`config.mk`:
```
export PLATFORM = sky130hd
export DESIGN_NAME = tw_rom_sched
export DESIGN_NICKNAME = d
export VERILOG_FILES = /design/src/rtl/tw_sched_pkg.sv /design/src/rtl/tw_beat_cnt.sv /design/src/rtl/tw_rom_sched.sv
export SDC_FILE = /design/constraint.sdc
export NUM_CORES = 1
export LEC_CHECK = 0
export ABC_AREA = 1
export BUFFER_PORTS_ARGS = -buffer_cell sky130_fd_sc_hd__buf_2
export CAP_MARGIN = 10
export CORE_ASPECT_RATIO = 1.1
export CORE_UTILIZATION = 41
export CTS_CLUSTER_DIAMETER = 200
export DETAILED_ROUTE_END_ITERATION = 16
export MAX_ROUTING_LAYER = met4
export SYNTH_ARGS = -nofsm -noshare
export SYNTH_HDL_FRONTEND = slang
export SYNTH_SLANG_ARGS = --single-unit
```
`constraint.sdc`:
```
create_clock -name CLK -period 1.6 [get_ports CLK]
set_clock_uncertainty 0.05 [all_clocks]
set_input_delay 0.16 -clock CLK [delete_from_list [all_inputs] [get_ports CLK]]
set_output_delay 0.16 -clock CLK [all_outputs]
set_load 0.01 [all_outputs]
```
`src/rtl/tw_sched_pkg.sv`:
```
// Shared constants and state codes for the twiddle ROM scheduler and the twiddle ROM.
package tw_sched_pkg;

  localparam int SC_WIDTH  = 3;
  localparam int S_WIDTH   = 4;
  localparam int LOAD_ROWS = 4;
  localparam int GAP_CYC   = 2;

  localparam int BEAT_W = 8;
  localparam int ROW_W  = 2;

  localparam logic [ROW_W-1:0] ROW_TC = ROW_W'(LOAD_ROWS - 1);
  localparam logic [ROW_W-1:0] GAP_TC = ROW_W'(GAP_CYC - 1);

  typedef enum logic [S_WIDTH-1:0] {
    IDLE     = S_WIDTH'(0),
    LOAD_HI  = S_WIDTH'(1),
    LOAD_LO  = S_WIDTH'(2),
    PREP     = S_WIDTH'(3),
    RUN      = S_WIDTH'(4),
    GAP      = S_WIDTH'(5),
    RUN_LAST = S_WIDTH'(6),
    DONE     = S_WIDTH'(7)
  } state_e;

  typedef enum logic [1:0] {
    W_NONE  = 2'd0,
    W_UPPER = 2'd1,
    W_LOWER = 2'd2
  } rom_w_e;

endpackage

```
`src/rtl/tw_beat_cnt.sv`:
```
// Up-counter with synchronous clear, enable and terminal-count flag; it never counts past tc_val.
module tw_beat_cnt #(
  parameter int W = 8
) (
  input  logic         CLK,
  input  logic         RST,
  input  logic         clr,
  input  logic         en,
  input  logic [W-1:0] tc_val,
  output logic [W-1:0] cnt,
  output logic         at_tc
);

  logic [W-1:0] cnt_q;
  logic [W-1:0] cnt_d;

  assign at_tc = (cnt_q == tc_val);
  assign cnt   = cnt_q;

  always_comb begin
    cnt_d = cnt_q;
    if (clr)
      cnt_d = '0;
    else if (en && !at_tc)
      cnt_d = cnt_q + W'(1);
  end

  always_ff @(posedge CLK) begin
    if (RST)
      cnt_q <= '0;
    else
      cnt_q <= cnt_d;
  end

endmodule

```
`src/rtl/tw_rom_sched.sv`:
```
// Twiddle ROM scheduler: optional two-phase row load, then per-stage ROM enable windows with gaps.
module tw_rom_sched
  import tw_sched_pkg::*;
(
  input  logic                CLK,
  input  logic                RST,
  input  logic                start,
  input  logic                load_en,
  input  logic [SC_WIDTH-1:0] last_stage,
  input  logic [7:0]          run_len,
  input  logic                hold,
  input  logic                abort,
  output logic [SC_WIDTH-1:0] stage_counter,
  output logic [S_WIDTH-1:0]  state,
  output logic                CEN,
  output logic [1:0]          ROM2_w,
  output logic [1:0]          row_sel,
  output logic                busy,
  output logic                done
);

  state_e              st_q, st_d;
  logic [SC_WIDTH-1:0] stage_q, stage_d, stage_inc;
  logic [SC_WIDTH-1:0] last_q;
  logic [BEAT_W-1:0]   len_q;
  logic                load_q, load_d;
  logic                cfg_ld;

  logic                cen_q, cen_d;
  rom_w_e              rom_w_q, rom_w_d;
  logic                busy_q, busy_d;
  logic                done_q, done_d;

  logic                in_run, in_load, in_gap;
  logic                beat_en, beat_clr, beat_tc;
  logic [BEAT_W-1:0]   beat_cnt;
  logic                row_en, row_clr, row_tc;
  logic [ROW_W-1:0]    row_tc_val;
  logic [ROW_W-1:0]    row_cnt;

  assign in_run  = (st_q == RUN) || (st_q == RUN_LAST);
  assign in_load = (st_q == LOAD_HI) || (st_q == LOAD_LO);
  assign in_gap  = (st_q == GAP);

  assign stage_inc = stage_q + SC_WIDTH'(1);

  // Beat counter only advances on un-stalled RUN cycles and is cleared everywhere else.
  assign beat_en  = in_run && !hold;
  assign beat_clr = abort || !in_run || (beat_tc && !hold);

  assign row_en     = in_load || in_gap;
  assign row_tc_val = in_gap ? GAP_TC : ROW_TC;
  assign row_clr    = abort || !row_en || row_tc;

  tw_beat_cnt #(.W(BEAT_W)) u_beat_cnt (
    .CLK    (CLK),
    .RST    (RST),
    .clr    (beat_clr),
    .en     (beat_en),
    .tc_val (len_q),
    .cnt    (beat_cnt),
    .at_tc  (beat_tc)
  );

  tw_beat_cnt #(.W(ROW_W)) u_row_cnt (
    .CLK    (CLK),
    .RST    (RST),
    .clr    (row_clr),
    .en     (row_en),
    .tc_val (row_tc_val),
    .cnt    (row_cnt),
    .at_tc  (row_tc)
  );

  always_comb begin
    st_d    = st_q;
    stage_d = stage_q;
    cfg_ld  = 1'b0;

    case (st_q)
      IDLE: begin
        if (start && !abort) begin
          cfg_ld = 1'b1;
          st_d   = load_en ? LOAD_HI : PREP;
        end
      end
      LOAD_HI: if (row_tc) st_d = LOAD_LO;
      LOAD_LO: if (row_tc) st_d = PREP;
      PREP: begin
        stage_d = '0;
        st_d    = (last_q == '0) ? RUN_LAST : RUN;
      end
      RUN: if (!hold && beat_tc) st_d = GAP;
      GAP: begin
        if (row_tc) begin
          stage_d = stage_inc;
          st_d    = (stage_inc == last_q) ? RUN_LAST : RUN;
        end
      end
      RUN_LAST: if (!hold && beat_tc) st_d = DONE;
      DONE: begin
        st_d    = IDLE;
        stage_d = '0;
      end
      default: st_d = IDLE;
    endcase

    if (abort && st_q != IDLE) begin
      st_d    = IDLE;
      stage_d = '0;
    end

    load_d = cfg_ld ? load_en : load_q;

    // CEN for the next cycle: low in RUN windows unless this cycle is a stalled RUN cycle.
    cen_d = !(((st_d == RUN) || (st_d == RUN_LAST)) && !(in_run && hold));

    rom_w_d = W_NONE;
    if (load_d) begin
      if (st_d == LOAD_HI)
        rom_w_d = W_UPPER;
      else if (st_d == LOAD_LO)
        rom_w_d = W_LOWER;
    end

    busy_d = (st_d != IDLE);
    done_d = (st_d == DONE);
  end

  always_ff @(posedge CLK) begin
    if (RST) begin
      st_q    <= IDLE;
      stage_q <= '0;
      last_q  <= '0;
      len_q   <= '0;
      load_q  <= 1'b0;
      cen_q   <= 1'b1;
      rom_w_q <= W_NONE;
      busy_q  <= 1'b0;
      done_q  <= 1'b0;
    end else begin
      st_q    <= st_d;
      stage_q <= stage_d;
      load_q  <= load_d;
      cen_q   <= cen_d;
      rom_w_q <= rom_w_d;
      busy_q  <= busy_d;
      done_q  <= done_d;
      if (cfg_ld) begin
        last_q <= last_stage;
        len_q  <= run_len;
      end
    end
  end

  assign state         = st_q;
  assign stage_counter = stage_q;
  assign CEN           = cen_q;
  assign ROM2_w        = rom_w_q;
  assign row_sel       = row_cnt;
  assign busy          = busy_q;
  assign done          = done_q;

endmodule

```
## After elaboration in Yosys (flattened, before gate mapping)

Cells that the tools add are included.

- Register bits after elaboration: 34

- Equality and inequality tests: 16
- Bitwise operators: 1
- $add $sub $neg: 3
- Mux-type cells: 19
- Reductions and logical operators: 36

Operator list:

| cell | number |
|---|---|
| 4-bit by 3-bit equality test with 1-bit output (second input constant) | 7 |
| 4-bit two-way mux | 7 |
| 4-bit case mux with 7 select lines | 1 |
| 4-bit by 2-bit equality test with 1-bit output (second input constant) | 3 |
| 2-bit two-way mux | 5 |
| 2-bit OR reduction | 5 |
| 8-bit by 1-bit adder with 8-bit output (second input constant) | 1 |
| 4-bit by 1-bit equality test with 1-bit output (second input constant) | 2 |
| 8-bit equality test | 1 |
| 1-bit logical AND | 8 |
| 1-bit zero test | 8 |
| 1-bit logical OR | 8 |
| 4-bit nonzero test | 2 |
| 3-bit case mux with 2 select lines | 1 |
| 4-bit zero test | 1 |
| 1-bit two-way mux | 4 |
| 3-bit by 1-bit adder with 3-bit output (second input constant) | 1 |
| 3-bit equality test | 1 |
| 3-bit zero test | 1 |
| 3-bit two-way mux | 1 |
| 3-bit OR reduction | 1 |
| 2-bit by 1-bit adder with 2-bit output (second input constant) | 1 |
| 2-bit equality test | 1 |
| 2-bit by 1-bit != test with 1-bit output (second input constant) | 1 |
| 3 further kinds | 3 |

## Longest topological paths before layout

Gate-level depths: netlist (run 1).

- Depth after elaboration: 10
- Mapped depth: 12
- Mapped depth without buffers: 12

## Cells and area by module

A second synthesis (run 1) with hierarchy kept.

- Cell total of the unflattened synthesis: 280
- Area total of the unflattened synthesis: 1,841.8 um^2

Modules (own cells, without submodules):

| module | cells an instance | times used | area each (um^2) |
|---|---|---|---|
| tw_rom_sched | 162 | 1 | 1,139.8 |
| tw_beat_cnt (u_beat_cnt) | 93 | 1 | 566.8 |
| tw_beat_cnt (u_row_cnt) | 25 | 1 | 135.1 |

## Worst setup path after synthesis (run 1)

Ideal clock, no wire load.

- Kind: register -> register
- Start: register st_q[2], in the netlist state[2]
- End: register cen_q, in the netlist CEN
- Setup slack: 0.152 ns
- Arrival time: 1.276 ns
- Path buffers: 0
- Required time: 1.428 ns
- Clock period less this slack: 1.448 ns
- Stages on the path, launching flop included: 10
- Cells stage by stage: dfxtp_1 > inv_2 > nor2_4 > nand2_2 > nand2_1 > nand3_2 > a21oi_1 > nand3_1 > nand2_1 > nand3_1

- Longest elaborated chain between the ends: 10
- Elaborated cells on any way between the ends: 27
- Classes of those cells: 9 x eq/ne; 9 x mux; 9 x reduce/logical

Ends and longest elaborated chain:

| what | RTL line | text |
|---|---|---|
| start: declaration | tw_rom_sched.sv:22 | `state_e st_q, st_d;` |
| start signal: assignment | tw_rom_sched.sv:142 | `st_q <= st_d;` |
| 4-bit by 3-bit equality test with 1-bit output | tw_rom_sched.sv:43, tw_rom_sched.sv:80 |  |
| 2-bit two-way mux | tw_rom_sched.sv:52 | `assign row_tc_val = in_gap ? GAP_TC : ROW_TC;` |
| 2-bit equality test | tw_beat_cnt.sv:17 | `assign at_tc = (cnt_q == tc_val);` |
| 4-bit two-way mux (on tied branches) | tw_rom_sched.sv:95, tw_rom_sched.sv:87, tw_rom_sched.sv:88 |  |
| 4-bit case mux with 7 select lines | tw_rom_sched.sv:80 | `case (st_q)` |
| 4-bit two-way mux | tw_rom_sched.sv:108 | `if (abort && st_q != IDLE) begin` |
| 4-bit by 3-bit equality test with 1-bit output | tw_rom_sched.sv:116 | `cen_d = !(((st_d == RUN) \|\| (st_d == RUN_LAST)) && !(in_run && hold));` |
| 1-bit logical OR | tw_rom_sched.sv:116 |  |
| 1-bit logical AND (*) | tw_rom_sched.sv:116 |  |
| 1-bit zero test (*) | tw_rom_sched.sv:116 |  |
| end signal: assignment | tw_rom_sched.sv:145 | `cen_q <= cen_d;` |
| end: declaration | tw_rom_sched.sv:29 | `logic cen_q, cen_d;` |

Every way passes the cells marked *; elsewhere a longest branch is shown, timed or not.
A chain may end at the register's enable or synchronous reset.

## Final worst setup path (run 1)

- Start: register st_q[2], in the netlist state[2]
- End: register busy_q, in the netlist busy

- Longest elaborated chain between the ends: 7
- Elaborated cells on any way between the ends: 20
- Classes of those cells: 7 x eq/ne; 9 x mux; 4 x reduce/logical

Ends and longest elaborated chain:

| what | RTL line | text |
|---|---|---|
| 4-bit by 3-bit equality test with 1-bit output | tw_rom_sched.sv:43, tw_rom_sched.sv:80 |  |
| 2-bit two-way mux | tw_rom_sched.sv:52 |  |
| 2-bit equality test | tw_beat_cnt.sv:17 |  |
| 4-bit two-way mux (on tied branches) | tw_rom_sched.sv:95, tw_rom_sched.sv:87, tw_rom_sched.sv:88 |  |
| 4-bit case mux with 7 select lines | tw_rom_sched.sv:80 |  |
| 4-bit two-way mux (*) | tw_rom_sched.sv:108 |  |
| 4-bit nonzero test (*) | tw_rom_sched.sv:126 | `busy_d = (st_d != IDLE);` |
| end signal: assignment | tw_rom_sched.sv:147 | `busy_q <= busy_d;` |
| end: declaration | tw_rom_sched.sv:31 | `logic busy_q, busy_d;` |

Marked as above.

==> out/qor.csv, run 1 <==
stage,metric,value,unit
status,outcome,finished clean,
run,cap_violations,0,
synthesis,synth_cell_type_count,28,
clocking,cts.sinks,34,
global_routing,grt_pass1_wl,6299,um
synthesis,netlist_instances,241,
clocking,hold_buffers,0,
global_routing,antenna_found_initial,0,
critical_path,r2r_setup_slack,90,ps
global_routing,grt_pass1_vias,1454,
pwr,p_sw,421.9,uW
sta,fin_crit_sh,94.26,%
placement,pre_cts_ws,43.81,ps
cells_and_area,area.growth.synth_to_final,24.93,%
cells_and_area,drive_gt1_share,29.31,%
synthesis,avgSynthCellArea,7.165,sq um
synthesis,synth_top_area_share,39.42,%
detailed_routing,firstDrtPassIters,4,
cells_and_area,final_util,54.01,%
synthesis,synth_seq_cells,34,
die,io_pins,31,
placement,dp.cells,334,
sta,setup_viol,0,
critical_path,slowest_delay,380,ps
detailed_routing,antenna_left,0,
placement,gp_congestion,0.9046,
global_routing,gr-total-overflow,0,
pwr,clockPowerShare,35.7,%
synthesis,synth_area,0.001727,sq mm
clocking,worstSkewPairLatency,280,ps
critical_path,cp-endpoint,busy,
placement,dp.final_hpwl,2899,um
detailed_routing,drt-wirelength-per-cell,11.04,um
detailed_routing,drc,0,
critical_path,rr_startpoint,state[2],
detailed_routing,drt-total-wl,3777,um
sta,finalHoldViolCount,0,
cells_and_area,nNetsFinal,309,
critical_path,end_kind,flip-flop,
critical_path,crit_type,reg -> reg,
critical_path,cp.required,1720,ps
clocking,clockRootBuffer,clkbuf_8,
critical_path,worst_r2r_endpoint,busy,
sta,fin_ws,91.77,ps
sta,fmaxAchievable,663.0,MHz
die,fp-row-count,24,
cells_and_area,final_cell_count_no_fill,342,
synthesis,ys_warn_count,0,
pwr,p_sw_share,25.52,%
global_routing,grt_max_degree,13,
critical_path,critPathSlowestCell,dfxtp_4,
clocking,htreeDepth,2,
pwr,powerDensity,766.3,mW/mm^2
critical_path,path_max_fanout,5,
critical_path,crit_chain,inv_2 -> nor2_4 -> nand2_2 -> nand2_1 -> nand3_2 -> a21oi_1 -> nand3_1 -> nand3_2 -> nand2_1,
clocking,cts_buffer_depth,2,
synthesis,ys_seq_area_share,39.42,%
global_routing,track_usage,18.69,%
die,die_h,70.06,um
cells_and_area,nFillCells,410,
die,die_w,63.88,um
cells_and_area,n_antenna_cell,0,
sta,rsz0062_at_grt,yes,
detailed_routing,via_per_inst,4.754,
synthesis,synth_fp_nets,260,
pwr,power.share.combinational,11.0,%
cells_and_area,final_common_cell,nand2_1,
worst_hold_path,whs_path_depth,3,
critical_path,arrival,1630,ps
sta,period_needed,1508,ps
cells_and_area,final_cell_mix,"nand2_1 (43), nor2_1 (41), buf_2 (30)",
pwr,ir_worst_vdd,431.5,uV
clocking,cts_tree,yes,
synthesis,synth_area_leaders,"dfxtp_1 (39%), nand2_1 (9.6%), nor2_1 (9.3%)",
critical_path,crit_start,state[2],
clocking,numCtsBuffers,5,
placement,port_buffers,30,
pwr,p_seq_share,53.3,%
detailed_routing,num_vias,1626,
die,initial_utilization,43.23,%
pwr,internal-power,1.231,mW
die,coreArea,0.003994,sq mm
detailed_routing,drt-initial-drc-count,32,
die,die-area,0.004475,sq mm
pwr,p_leak,0.9466,nW
clocking,path_clk_slew,70,ps
critical_path,start_kind,flip-flop,
worst_hold_path,hp-class,in -> reg,
synthesis,post-synth-top-area-cell,dfxtp_1,
sta,final_max_slew_viol_count,0,
critical_path,ff2ff_path_depth,9,
==> worst max-delay path: cells and delay by family, from the launching register on <==
kind                   cells  cell delay, ps
AND/OR/NAND/NOR            7             800
buffers and inverters      1              50
AO/OA/AOI/OAI              1             140
flip-flops                 1             380
==> cells by family (layout without fill, tap and decap cells) <==
logic type,after synthesis,after routing,synth area share [%]
AND/OR/NAND/NOR,131,131,35.43
flip-flops,34,34,39.42
AO/OA/AOI/OAI,32,32,10.00
buffers and inverters,26,75,5.869
XOR/XNOR,15,15,7.609
adder cells (fa/ha/maj),2,2,1.449
other,1,1,0.2172
==> how the worst min path moves through the flow <==
stage | startpoint | end
6_report | run_len[1] | len_q[1]
5_1_grt | RST | state[2]
4_1_cts | RST | state[2]
3_5_place_dp | RST | state[2]
3_3_place_gp | run_len[5] | len_q[5]
2_1_floorplan | RST | state[1]
==> cells in the mapped netlist <==
cell and number:
a21oi_1 15, and2_1 1, buf_1 1, buf_2 1, clkbuf_1 1, conb_1 1, dfxtp_1 34, ha_1 2
inv_1 17, inv_2 5, inv_4 1, nand2_1 44, nand2_2 6, nand3_1 21, nand3_2 2, nand3_4 1
nand4_1 4, nor2_1 43, nor2_2 2, nor2_4 4, nor3_1 2, o211ai_1 1, o21a_1 1, o21ai_0 13
o21ai_2 2, or2_1 1, xnor2_1 12, xor2_1 3
==> state kept, by name, summed over array words and instances, names as in the netlist <==
signal / flops
state: 4
len_q: 8
load_q: 1
done: 1
busy: 1
last_q: 3
ROM2_w: 2
stage_counter: 3
u_row_cnt.cnt: 2
u_beat_cnt.cnt: 8
CEN: 1
==> layer usage <==
metal	track usage [%]	routed length (um)	vias to the layer above
li1	-	-	872
met1	22.59	1818	719
met2	29.20	1774	30
met3	3.922	124	5
met4	9.343	59	0
met5	-	0	-
==> layout make-up <==
class / count / area [sq um] / share of cell area [%]
Clock buffer: 5 / 68.82 / 3.190
Clock inverter: 2 / 10.01 / 0.4640
Timing Repair Buffer: 45 / 262.8 / 12.18
Multi-Input combinational cell: 181 / 969.7 / 44.95
Tap cell: 52 / 65.06 / 3.016
Inverter: 23 / 88.84 / 4.118
Sequential cell: 34 / 691.9 / 32.08
==> timing repair <==
action	4_1_cts	5_1_grt
buffers inserted	0	1
endpoints found under the setup margin	0	7
gates resized for setup	0	12
==> stage by stage <==
step	TNS [ps]	power (mW)	hold slack, ps	instance area, sq um
CTS	0	1.673	70.92	2113
detailed placement	0	1.079	372.5	2034
global route	-14.67	1.738	76.43	2157
global placement	0	1.080	366.1	2034
finish	0	1.653	73.57	2157
floorplan	0	1.012	182.4	1727
==> power groups by stage <==
stage	clock network, mW	logic (mW)	registers [mW]
finish	0.590	0.181	0.882
global route	0.651	0.202	0.885
CTS	0.612	0.177	0.884
detailed placement	0	0.176	0.903
global placement	0	0.177	0.903
floorplan	0	0.109	0.903
Power figures use the tool's default switching activity.
==> inputs of run 2 (changes only) <==
==> constraint.sdc (replaced) <==
create_clock -name CLK -period 1.6 [get_ports CLK]
set_clock_uncertainty 0.05 [all_clocks]
set_input_delay 0.4 -clock CLK [delete_from_list [all_inputs] [get_ports CLK]]
set_output_delay 0.4 -clock CLK [all_outputs]
set_load 0.01 [all_outputs]
==> run 2 against run 1 <==
Effect of this change: non-clock buffer count is 2 higher; first-iteration DRC count grew to 3.2 times the previous value; critical path depth is 3 higher; count of clock-buffer cells in the layout stayed put; cell area hardly changed; combinational power hardly changed; sequential share of layout area is 0.16 points lower; sequential cell count stayed put; total power is 1.1% higher; core utilization hardly changed; largest power group unchanged.
==> out/qor.csv, run 2 (synthesis gave the netlist of run 1 again) <==
stage,metric,value,unit,change
status,outcome,finished clean,,
detailed_routing,drt-total-wl,3773,um,-0.11%
critical_path,critical-path-top-delay-family,simple AND/OR/NAND/NOR gates,,
critical_path,cp-endpoint,busy,,
pwr,power.share.combinational,10.8,%,-0.2 points
critical_path,ff2ff_path_depth,12,,+3
cells_and_area,drive_gt1_share,28.77,%,-0.54 points
sta,final_max_slew_viol_count,0,,unchanged
placement,dp.final_hpwl,2874,um,-0.86%
die,io_pins,31,,unchanged
sta,setup_viol,0,,unchanged
global_routing,grt_max_degree,16,,+3
pwr,p_sw,439.3,uW,+4.1%
clocking,cts.sinks,34,,unchanged
global_routing,grt_pass1_vias,1489,,+2.4%
die,die_h,70.06,um,unchanged
sta,fin_ws,139.5,ps,+47.73 ps
detailed_routing,via_per_inst,4.692,,-1.3%
detailed_routing,drc,0,,unchanged
placement,pre_cts_ws,66.63,ps,+22.82 ps
detailed_routing,num_vias,1614,,-0.74%
sta,period_needed,1460,ps,-47.73 ps
critical_path,rr_startpoint,stage_counter[1],,
clocking,cts_buffer_depth,2,,unchanged
clocking,path_clk_slew,70,ps,about the same
placement,dp.cells,337,,+0.90%
pwr,ir_worst_vdd,421.8,uV,-2.2%
critical_path,critPathSlowestCell,dfxtp_1,,
critical_path,crit_chain,ha_1 -> inv_1 -> nand2_1 -> nand2_1 -> nand2_1 -> nand2_1 -> nand3_1 -> nand3_2 -> nand2_2 -> nand2_1 -> nand2_1 -> nand2_1,,
worst_hold_path,whs_path_depth,3,,unchanged
sta,rsz0062_at_grt,no,,
clocking,cts_tree,yes,,
clocking,clockRootBuffer,clkbuf_8,,
global_routing,track_usage,19.81,%,+1.1 points
critical_path,worst_r2r_endpoint,busy,,
die,fp-row-count,24,,unchanged
critical_path,arrival,1600,ps,-30 ps
detailed_routing,drt-wirelength-per-cell,10.97,um,-0.69%
critical_path,slowest_delay,350,ps,-30 ps
clocking,worstSkewPairLatency,290,ps,about the same
detailed_routing,firstDrtPassIters,5,,+1
global_routing,gr-total-overflow,0,,unchanged
critical_path,path_max_fanout,3,,-2
worst_hold_path,hp-class,in -> reg,,
critical_path,end_kind,flip-flop,,
pwr,internal-power,1.232,mW,about the same
run,cap_violations,0,,unchanged
cells_and_area,area.growth.synth_to_final,24.86,%,about the same
critical_path,cp_num_cells,12,,+3
pwr,p_seq_share,52.9,%,-0.4 points
global_routing,grt_pass1_wl,6699,um,+6.4%
die,coreArea,0.003994,sq mm,unchanged
die,initial_utilization,43.23,%,unchanged
critical_path,crit_start,stage_counter[1],,
cells_and_area,nNetsFinal,311,,+0.65%
placement,port_buffers,30,,unchanged
clocking,htreeDepth,2,,unchanged
pwr,powerDensity,775.3,mW/mm^2,+1.2%
critical_path,r2r_setup_slack,140,ps,+50 ps
critical_path,start_kind,flip-flop,,
critical_path,critPathMostFrequentCell,nand2_1,,
cells_and_area,final_common_cell,nand2_1,,
die,die-area,0.004475,sq mm,unchanged
pwr,p_leak,0.9583,nW,+1.2%
sta,fmaxAchievable,684.7,MHz,+3.3%
sta,fin_crit_sh,91.28,%,-3.0 points
critical_path,cp.required,1740,ps,+20 ps
sta,fin_setup_tns,0,ps,unchanged
critical_path,crit_type,reg -> reg,,
detailed_routing,antenna_left,0,,unchanged
detailed_routing,drt-initial-drc-count,101,,+220%
cells_and_area,n_antenna_cell,0,,unchanged
cells_and_area,final_cell_count_no_fill,344,,+0.58%
critical_path,cp_num_buf_inv,1,,unchanged
sta,finalHoldViolCount,0,,unchanged
clocking,numCtsBuffers,5,,unchanged
die,die_w,63.88,um,unchanged
global_routing,antenna_found_initial,0,,unchanged
pwr,p_sw_share,26.28,%,+0.76 points
pwr,clockPowerShare,36.4,%,+0.7 points
placement,gp_congestion,0.8986,,-0.66%
cells_and_area,final_cell_mix,"nand2_1 (43), nor2_1 (41), dfxtp_1 (30), buf_2 (30), nand3_1 (21)",,
==> run 2: cell count changes in the layout (fill, tap and decap cells not counted), sizes merged <==
cell  previous run  this run
buf             45        47
==> run 2: routing by layer <==
layer	wire length [um]	vias to the layer above	GRT usage [%]
met5	0	-	-
li1	-	877	-
met2	1751	25	30.50
met1	1846	705	24.80
met4	59	0	7.576
met3	116	7	4.902
==> run 2: power groups by stage <==
stage               Clock [mW]  Sequential [mW]  Combinational [mW]
finish                   0.608            0.884               0.180
global route             0.668            0.887               0.201
CTS                      0.623            0.884               0.180
detailed placement           0            0.903               0.179
global placement             0            0.904               0.178
floorplan                    0            0.903               0.109
==> run 2: worst min-delay path by stage <==
stage	endpoint	slack, ps	startpoint
finish	len_q[5]	310	run_len[5]
global route	state[2]	310	RST
CTS	len_q[0]	310	run_len[0]
detailed placement	stage_counter[1]	430	stage_counter[1]
global placement	stage_counter[1]	420	stage_counter[1]
floorplan	last_q[0]	410	last_q[0]
==> run 2: cell type report <==
type	instances	area, sq um
Inverter	23	88.84
Tap cell	52	65.06
Clock buffer	5	68.82
Timing Repair Buffer	47	277.8
Clock inverter	2	10.01
Fill cell	407	1838
Multi-Input combinational cell	181	957.2
Sequential cell	34	688.2
==> run 2: repair_timing <==
item                       CTS  global route
setup buffers                0             0
setup endpoints to repair    0             8
resized for setup            0             9
hold buffers                 0             0
==> run 2: through the flow <==
step | utilization, % | power (mW) | area [sq um] | hold slack [ps]
floorplan | - | 1.012 | 1727 | 406.2
global placement | 51.50 | 1.082 | 2057 | 420.1
detailed placement | 51.50 | 1.082 | 2057 | 425.6
CTS | 53.48 | 1.687 | 2136 | 308.0
global route | 53.98 | 1.756 | 2156 | 313.0
finish | 53.98 | 1.671 | 2156 | 306.9
==> run 2: worst reg2reg max path, stage by stage, from the launching register on <==
cell,delay (ps)
dfxtp_1,350
ha_1,180
inv_1,40
nand2_1,70
nand2_1,70
nand2_1,70
nand2_1,60
nand3_1,80
nand3_2,120
nand2_2,110
nand2_1,50
nand2_1,60
nand2_1,50
